`src/rtl/vga_frame_ctrl.sv`:
```
// VGA frame controller: shadow colour/enable registers on the device bus, committed to the
// active outputs at the start of vertical blanking, plus a frame counter and vblank interrupt.
module vga_frame_ctrl #(
  parameter int unsigned CD        = 12,
  parameter int unsigned AddrWidth = 32,
  parameter int unsigned DataWidth = 32,
  parameter int unsigned RegAddr   = 12,
  parameter int unsigned HD        = 640,
  parameter int unsigned VD        = 480
) (
  input  logic                 clk_i,
  input  logic                 rst_ni,
  input  logic                 device_req_i,
  input  logic [AddrWidth-1:0] device_addr_i,
  input  logic                 device_we_i,
  input  logic [3:0]           device_be_i,
  input  logic [DataWidth-1:0] device_wdata_i,
  output logic                 device_rvalid_o,
  output logic [DataWidth-1:0] device_rdata_o,
  input  logic                 pix_tick_i,
  input  logic [10:0]          hc_i,
  input  logic [10:0]          vc_i,
  output logic [CD-1:0]        fg_rgb_o,
  output logic [CD-1:0]        bg_rgb_o,
  output logic                 video_en_o,
  output logic                 irq_o
);

  typedef enum logic [0:0] {StIdle, StPending} state_e;

  localparam logic [RegAddr-1:0] OffCtrl     = RegAddr'(8'h00);
  localparam logic [RegAddr-1:0] OffFg       = RegAddr'(8'h04);
  localparam logic [RegAddr-1:0] OffBg       = RegAddr'(8'h08);
  localparam logic [RegAddr-1:0] OffStatus   = RegAddr'(8'h0C);
  localparam logic [RegAddr-1:0] OffFrameCnt = RegAddr'(8'h10);
  localparam logic [10:0]        VdLine      = 11'(VD);

  state_e               state_q;
  logic                 en_sh_q;
  logic                 irq_en_q;
  logic                 irq_pending_q;
  logic [CD-1:0]        fg_sh_q;
  logic [CD-1:0]        bg_sh_q;
  logic [CD-1:0]        fg_q;
  logic [CD-1:0]        bg_q;
  logic                 video_en_q;
  logic [15:0]          frame_cnt_q;
  logic                 rvalid_q;
  logic [DataWidth-1:0] rdata_q;
  logic [DataWidth-1:0] rdata_d;

  logic [RegAddr-1:0]   offset;
  logic [31:0]          be_mask;
  logic [CD-1:0]        lane_mask;
  logic [CD-1:0]        fg_sh_d;
  logic [CD-1:0]        bg_sh_d;
  logic                 wr;
  logic                 ctrl_wr;
  logic                 fg_wr;
  logic                 bg_wr;
  logic                 status_wr;
  logic                 commit_set;
  logic                 irq_clr;
  logic                 commit_pt;
  logic                 commit_pending;
  logic                 in_vblank;
  logic                 unused_bits;

  assign offset     = device_addr_i[RegAddr-1:0];
  assign be_mask    = {{8{device_be_i[3]}}, {8{device_be_i[2]}},
                       {8{device_be_i[1]}}, {8{device_be_i[0]}}};
  assign lane_mask  = be_mask[CD-1:0];

  assign wr         = device_req_i & device_we_i;
  assign ctrl_wr    = wr & device_be_i[0] & (offset == OffCtrl);
  assign status_wr  = wr & device_be_i[0] & (offset == OffStatus);
  assign fg_wr      = wr & (offset == OffFg);
  assign bg_wr      = wr & (offset == OffBg);
  assign commit_set = ctrl_wr & device_wdata_i[1];
  assign irq_clr    = status_wr & device_wdata_i[1];

  assign fg_sh_d = (fg_sh_q & ~lane_mask) | (device_wdata_i[CD-1:0] & lane_mask);
  assign bg_sh_d = (bg_sh_q & ~lane_mask) | (device_wdata_i[CD-1:0] & lane_mask);

  // First pixel of the first blanking line.
  assign commit_pt      = pix_tick_i & (hc_i == 11'd0) & (vc_i == VdLine);
  assign commit_pending = (state_q == StPending);
  assign in_vblank      = (vc_i >= VdLine);

  always_comb begin
    rdata_d = '0;
    if (device_req_i && !device_we_i) begin
      case (offset)
        OffCtrl:     rdata_d = DataWidth'({irq_en_q, commit_pending, en_sh_q});
        OffFg:       rdata_d = DataWidth'(fg_sh_q);
        OffBg:       rdata_d = DataWidth'(bg_sh_q);
        OffStatus:   rdata_d = DataWidth'({in_vblank, irq_pending_q, commit_pending});
        OffFrameCnt: rdata_d = DataWidth'(frame_cnt_q);
        default:     rdata_d = '0;
      endcase
    end
  end

  always_ff @(posedge clk_i) begin
    if (!rst_ni) begin
      state_q       <= StIdle;
      en_sh_q       <= 1'b0;
      irq_en_q      <= 1'b0;
      irq_pending_q <= 1'b0;
      fg_sh_q       <= '0;
      bg_sh_q       <= '0;
      fg_q          <= '0;
      bg_q          <= '0;
      video_en_q    <= 1'b0;
      frame_cnt_q   <= '0;
      rvalid_q      <= 1'b0;
      rdata_q       <= '0;
    end else begin
      rvalid_q <= device_req_i;
      rdata_q  <= rdata_d;

      if (ctrl_wr) begin
        en_sh_q  <= device_wdata_i[0];
        irq_en_q <= device_wdata_i[2];
      end
      if (fg_wr) fg_sh_q <= fg_sh_d;
      if (bg_wr) bg_sh_q <= bg_sh_d;

      // A commit request arriving on the commit point re-arms for the next frame.
      unique case (state_q)
        StIdle: begin
          if (commit_set) state_q <= StPending;
        end
        StPending: begin
          if (commit_pt) begin
            fg_q       <= fg_sh_q;
            bg_q       <= bg_sh_q;
            video_en_q <= en_sh_q;
            if (!commit_set) state_q <= StIdle;
          end
        end
        default: state_q <= StIdle;
      endcase

      if (commit_pt) begin
        frame_cnt_q   <= frame_cnt_q + 16'd1;
        irq_pending_q <= 1'b1;
      end else if (irq_clr) begin
        irq_pending_q <= 1'b0;
      end
    end
  end

  assign device_rvalid_o = rvalid_q;
  assign device_rdata_o  = rdata_q;
  assign fg_rgb_o        = fg_q;
  assign bg_rgb_o        = bg_q;
  assign video_en_o      = video_en_q;
  assign irq_o           = irq_pending_q & irq_en_q;

  assign unused_bits = ^{device_addr_i, device_wdata_i, device_be_i, be_mask, 11'(HD)};

endmodule
```
`config.mk`:
```
export PLATFORM = sky130hd
export DESIGN_NAME = vga_frame_ctrl
export DESIGN_NICKNAME = d
export VERILOG_FILES = /design/src/rtl/vga_frame_ctrl.sv
export SDC_FILE = /design/constraint.sdc
export NUM_CORES = 1
export LEC_CHECK = 0
export ABC_AREA = 1
export ABC_CLOCK_PERIOD_IN_PS = 2000
export CORE_ASPECT_RATIO = 1.5
export CORE_MARGIN = 8
export CORE_UTILIZATION = 40
export DETAILED_ROUTE_END_ITERATION = 8
export PLACE_DENSITY = 0.81
export SYNTH_ARGS = -nofsm -noshare
export SYNTH_HDL_FRONTEND = slang
export SYNTH_SLANG_ARGS = --single-unit
```
`constraint.sdc`:
```
create_clock -name clk_i -period 2 [get_ports clk_i]
set_input_delay 0.4 -clock clk_i [delete_from_list [all_inputs] [get_ports clk_i]]
set_output_delay 0.4 -clock clk_i [all_outputs]
set_load 0.02 [all_outputs]
```
==> impl_metrics.csv, run 1 <==
group,metric,value,unit
global_routing,grt_overflow,0,
timing,finalCritPeriodShare,91.3,%
cts,cts_tree,"done",
floorplan,core_area,10500,um^2
drt,routed-wl-met2,6600,um
worst_setup_path,endpoint_kind,"output port",
logic_synthesis,yosysUniqueCellTypes,34,
drt,wl_met3,661,um
cts,postCtsSetupBuffers,0,
finish,diodes,0,
cts,path_clk_slew,0.06,ns
drt,top_layer_used,"met4",
worst_hold_path,holdPathStages,2,
worst_setup_path,r2r_cells,6,
timing,min_period,1.83,ns
logic_synthesis,ys_warn_count,0,
global_routing,grt_antenna_before_repair,0,
power,vdd_ir_drop_max,0.556,mV
worst_setup_path,r2r_end,"frame_cnt_q[8]$_SDFFE_PN0P_",
worst_setup_path,timing.rr.start,"frame_cnt_q[0]$_SDFFE_PN0P_",
logic_synthesis,syn_avg_cell_area,7.26,um^2
drt,drt_wl_total,12300,um
logic_synthesis,synth_seq_cells,86,
drt,vias_per_cell,4.96,
floorplan,die_h,143,um
placed_design,dpl_cell_area,5490,um^2
timing,max_freq,0.548,GHz
cts,cts_resized,0,
logic_synthesis,yosys-top-cells-area,"dfxtp_1, nor2_1, nand2_1",
placed_design,gp_congestion,0.910,
cts,cts_buffer_depth,2,
drt,routedWlPerCell,14.4,um
drt,drcViolationCount,0,
finish,final_common_cell,"clkdlybuf4s50_1",
worst_setup_path,cp_max_fo,3,
worst_setup_path,cp.arrival,1.43,ns
cts,clock_latency,0.34,ns
finish,layout-drive-gt1-share,12.9,%
global_routing,grt_pass1_vias,4218,
run,maxCapViolCount,0,
timing,drv_slew,0,
worst_hold_path,hp-class,"reg -> reg",
global_routing,grt_pass1_wl,20100,um
logic_synthesis,yosysTopAreaCell,"dfxtp_1",
power,p_leak,2.16,nW
timing,hold_slack,0.476,ns
finish,syn_to_final_growth,34.7,%
power,cellPowerDensity,632,nW/um^2
cts,ctsHoldBuffers,0,
timing,hold_violations,0,
worst_setup_path,cp.required,1.60,ns
drt,drt-met1-wl,4740,um
worst_hold_path,worstHoldEndpoint,"irq_en_q$_SDFFE_PN0N_",
outcome,status,"finished clean",
drt,drt-initial-drc-count,242,
timing,setup_viol,0,
cts,cts_root_buf,"clkbuf_16",
worst_setup_path,start_kind,"register",
cts,cts_buffers,9,
worst_hold_path,min_from,"irq_en_q$_SDFFE_PN0N_",
finish,layout_common_cells,"clkdlybuf4s50_1, nor2_1, dfxtp_1",
floorplan,dieArea,14400,um^2
drt,drtAntennaViolNets,0,
global_routing,grt_max_degree,33,
logic_synthesis,netlist_area,4300,um^2
timing,timing.slew.headroom,61.8,%
floorplan,start_util,40.8,%
timing,fin_skew,0.00586,ns
placed_design,io_buffers,95,
logic_synthesis,ys_seq_area_share,40.1,%
placed_design,dp.final_hpwl,9680,um
timing,tightest_slew,0.572,ns
worst_setup_path,r2r_setup_slack,0.37,ns
timing,rsz0062_at_grt,"no",
cts,cts_max_level,3,
floorplan,die_w,101,um
finish,finalInstanceArea,5790,um^2
floorplan,io_pins,154,
global_routing,grt_use_total,17.6,%
drt,drtPass1Iterations,4,
finish,nets,799,
drt,via_count,4226,
worst_setup_path,path_class,"reg -> out",
floorplan,rows,46,
logic_synthesis,yosysTopAreaCellShare,40.1,%
logic_synthesis,synthCells,592,
cts,clock-sinks,86,
-- power by group --
group | total [W] | internal [W] | switching (W)
sequential | 0.00171 | 0.00171 | 0.000000243
clock | 0.00167 | 0.000982 | 0.000691
combinational | 0.000273 | 0.000131 | 0.000141
-- worst max-delay path by stage --
stage | depth (start not counted) | to | from | slack (ns)
after floorplan | 7 | frame_cnt_q[10]$_SDFFE_PN0P_ | hc_i[0] | 0.63
after detailed placement | 8 | fg_rgb_o[6]$_SDFFE_PN0P_ | hc_i[9] | -0.05
after global routing | 8 | fg_rgb_o[11]$_SDFFE_PN0P_ | hc_i[9] | 0.10
after global placement | 7 | fg_rgb_o[7]$_SDFFE_PN0P_ | vc_i[6] | -0.04
after CTS | 3 | irq_o | irq_pending_q$_SDFFE_PN0P_ | 0.15
final | 3 | irq_o | irq_pending_q$_SDFFE_PN0P_ | 0.17
-- stage by stage --
step	total power (W)	TNS [ns]	util [%]	cells	worst slack [ns]
6_report	0.00366	0	55.0	852	0.175
5_1_grt	0.00381	0	55.0	852	0.104
3_5_place_dp	0.00202	-0.260	52.1	836	-0.0452
3_3_place_gp	0.00202	-0.0593	52.1	836	-0.0388
4_1_cts	0.00369	0	55.0	852	0.151
2_1_floorplan	0.00189	0	-	607	0.632
-- per-layer routing --
layer / vias up / track usage [%]
li1: 2135 / -
met1: 1925 / 18.2
met2: 145 / 32.3
met3: 21 / 4.68
met4: 0 / 7.12
met5: - / 0
-- cell type report --
| type | instances | area [um^2] |
|---|---|---|
| Fill cell | 1008 | 4740 |
| Multi-Input combinational cell | 426 | 2160 |
| Sequential cell | 86 | 1720 |
| Timing Repair Buffer | 123 | 1210 |
| Clock buffer | 13 | 280 |
| Inverter | 57 | 214 |
| Tap cell | 144 | 180 |
| Clock inverter | 3 | 23.8 |
-- cells in the mapped netlist, drive strengths merged --
master  count
a211oi      2
a21oi      42
and2        1
buf        27
clkbuf     11
clkinv      1
conb        1
dfxtp      86
ha          1
inv        56
nand2      74
nand3      38
nand4      13
nor2      119
nor3       36
nor3b       4
o21ai      73
xnor2       4
xor2        3
-- logic make-up after synthesis --
logic type,synth area share (%)
xor+xnor,1.43
compound gates,14.1
flops,40.1
fa+ha+maj,0.291
buf+inv,11.0
other cells,0.0873
simple gates,33.0
-- worst max-delay path: stages, from the launching register on --
cell and delay (ns):
dfxtp_1 0.37, nand2_1 0.06, inv_1 0.05, clkdlybuf4s50_1 0.60
Power figures use the tool's default switching activity.
==> run 2, diff against run 1 <==
--- a/config.mk
+++ b/config.mk
@@ -11,4 +11,5 @@
 export CORE_MARGIN = 8
 export CORE_UTILIZATION = 40
+export CTS_CLUSTER_SIZE = 10
 export DETAILED_ROUTE_END_ITERATION = 8
 export PLACE_DENSITY = 0.81
==> constraint.sdc (replaced) <==
create_clock -name clk_i -period 2 [get_ports clk_i]
set_input_delay 0.4 -clock clk_i [delete_from_list [all_inputs] [get_ports clk_i]]
set_output_delay 0.4 -clock clk_i [all_outputs]
set_load 0.1 [all_outputs]
==> impl_metrics.csv, run 2 (synthesis gave the netlist of run 1 again) <==
group,metric,value,unit
drt,drt_wl_total,12500,um
cts,postCtsSetupBuffers,0,
timing,drv_slew,0,
floorplan,io_pins,154,
timing,hold_slack,0.474,ns
cts,cts_tree,"done",
power,p_seq_share,46.4,%
finish,diodes,0,
drt,vias_per_cell,5.00,
cts,ctsHoldBuffers,0,
finish,finalInstanceArea,5660,um^2
drt,drt-initial-drc-count,200,
worst_setup_path,cp.arrival,2.01,ns
power,p_clk_share,43.2,%
power,internal_power,0.00270,W
worst_setup_path,path_class,"in -> reg",
cts,path_clk_slew,0.07,ns
drt,drtAntennaViolNets,0,
timing,hold_violations,0,
global_routing,grt_max_degree,33,
worst_setup_path,crit_start,"hc_i[9]",
finish,layout-drive-gt1-share,18.8,%
power,p_sw,0.000990,W
worst_hold_path,hp-class,"reg -> reg",
placed_design,dpl_cell_area,5380,um^2
cts,cts_resized,0,
worst_setup_path,timing.rr.start,"commit_pending$_SDFF_PN0_",
finish,syn_to_final_growth,31.8,%
placed_design,dp.final_hpwl,9800,um
power,combPwrFrac,10.3,%
drt,routedWlPerCell,14.6,um
power,cellPowerDensity,651,nW/um^2
worst_setup_path,cp_max_fo,13,
timing,rsz0062_at_grt,"no",
global_routing,grt_pass1_vias,4306,
finish,final_core_utilization,53.8,%
outcome,status,"finished clean",
timing,timing.slew.headroom,61.1,%
placed_design,dp.cells,835,
power,p_leak,2.24,nW
worst_setup_path,endpoint,"fg_rgb_o[7]$_SDFFE_PN0P_",
power,vdd_ir_drop_max,0.672,mV
worst_setup_path,r2r_setup_slack,0.36,ns
floorplan,dieArea,14400,um^2
timing,finalCritPeriodShare,89.6,%
finish,nets,798,
drt,drtPass1Iterations,6,
worst_setup_path,endpoint_kind,"register",
floorplan,core_area,10500,um^2
run,maxCapViolCount,0,
global_routing,grt_pass1_wl,20200,um
power,switching_share,26.8,%
floorplan,start_util,40.8,%
floorplan,die_w,101,um
cts,cts_buffer_depth,2,
cts,cts_max_level,3,
global_routing,grt_antenna_before_repair,0,
cts,cts_buffers,9,
finish,fillers,1021,
floorplan,die_h,143,um
timing,setup_viol,0,
timing,min_period,1.79,ns
timing,max_freq,0.558,GHz
placed_design,io_buffers,95,
drt,drcViolationCount,0,
timing,fin_skew,0.00744,ns
finish,seq_area,1720,um^2
worst_setup_path,r2r_cells,4,
worst_setup_path,cp.required,2.22,ns
finish,final_common_cell,"nor2_1",
cts,cts_root_buf,"clkbuf_16",
global_routing,grt_use_total,17.6,%
worst_setup_path,r2r_end,"fg_rgb_o[7]$_SDFFE_PN0P_",
cts,clock_latency,0.34,ns
finish,layout.cells.non_filler,851,
floorplan,rows,46,
global_routing,grt_overflow,0,
placed_design,gp_congestion,0.913,
finish,layout_common_cells,"nor2_1, dfxtp_1, nand2_1",
cts,clock-sinks,86,
worst_setup_path,start_kind,"input port",
timing,tightest_slew,0.583,ns
timing,tns,0,ns
drt,via_count,4253,
finish,multi_input_area,2160,um^2
run 2: cell count changes in the layout (fill, tap and decap cells not counted), sizes merged:
cell,previous run,this run
clkdlybuf4s50,95,52
buf,28,70
clkbuf,13,9
clkinv,1,4
inv,57,59
clkinvlp,2,1
run 2: critical path, cell delays in order:
cell and delay (ns):
clkdlybuf4s50_1 0.46, nor2_1 0.12, nand2_1 0.07, nor2_2 0.18, nand3_4 0.19, buf_4 0.24, nor3_1 0.26, nor2_1 0.08
run 2: layout make-up:
type	count	share of cell area, %
tap	144	3.18
inverter	57	3.78
timing repair buffer	122	19.6
clock buffer	9	3.98
sequential	86	30.4
multi-input combinational	426	38.1
clock inverter	7	0.972
run 2: power groups by stage:
stage / Combinational [W] / Sequential (W) / Clock, W
global placement: 0.000371 / 0.00175 / 0
global route: 0.000401 / 0.00171 / 0.00171
floorplan: 0.000236 / 0.00176 / 0
finish: 0.000381 / 0.00171 / 0.00159
detailed placement: 0.000378 / 0.00175 / 0
CTS: 0.000379 / 0.00171 / 0.00162
run 2: metrics by stage:
step	power, W	setup slack, ns
6_report	0.00369	0.208
5_1_grt	0.00383	0.0842
4_1_cts	0.00371	0.221
3_5_place_dp	0.00213	-0.0965
3_3_place_gp	0.00212	-0.0590
2_1_floorplan	0.00200	0.632
run 2: layer usage:
metal | share of wire (%) | vias to the layer above | global-route usage, %
li1 | - | 2137 | -
met1 | 39 | 1953 | 18.1
met2 | 52 | 127 | 31.8
met3 | 4.8 | 36 | 4.24
met4 | 4.2 | 0 | 9.60
met5 | 0 | - | 0
run 2: worst min path at each step:
stage / cells past startpoint / from / slack [ns] / end
after floorplan: 2 / irq_en_q$_SDFFE_PN0N_ / 0.44 / irq_en_q$_SDFFE_PN0N_
after global placement: 2 / register / 0.45 / register
after detailed placement: 2 / register / 0.47 / register
after CTS: 2 / register / 0.48 / register
after global routing: 2 / register / 0.49 / register
final: 2 / register / 0.47 / register
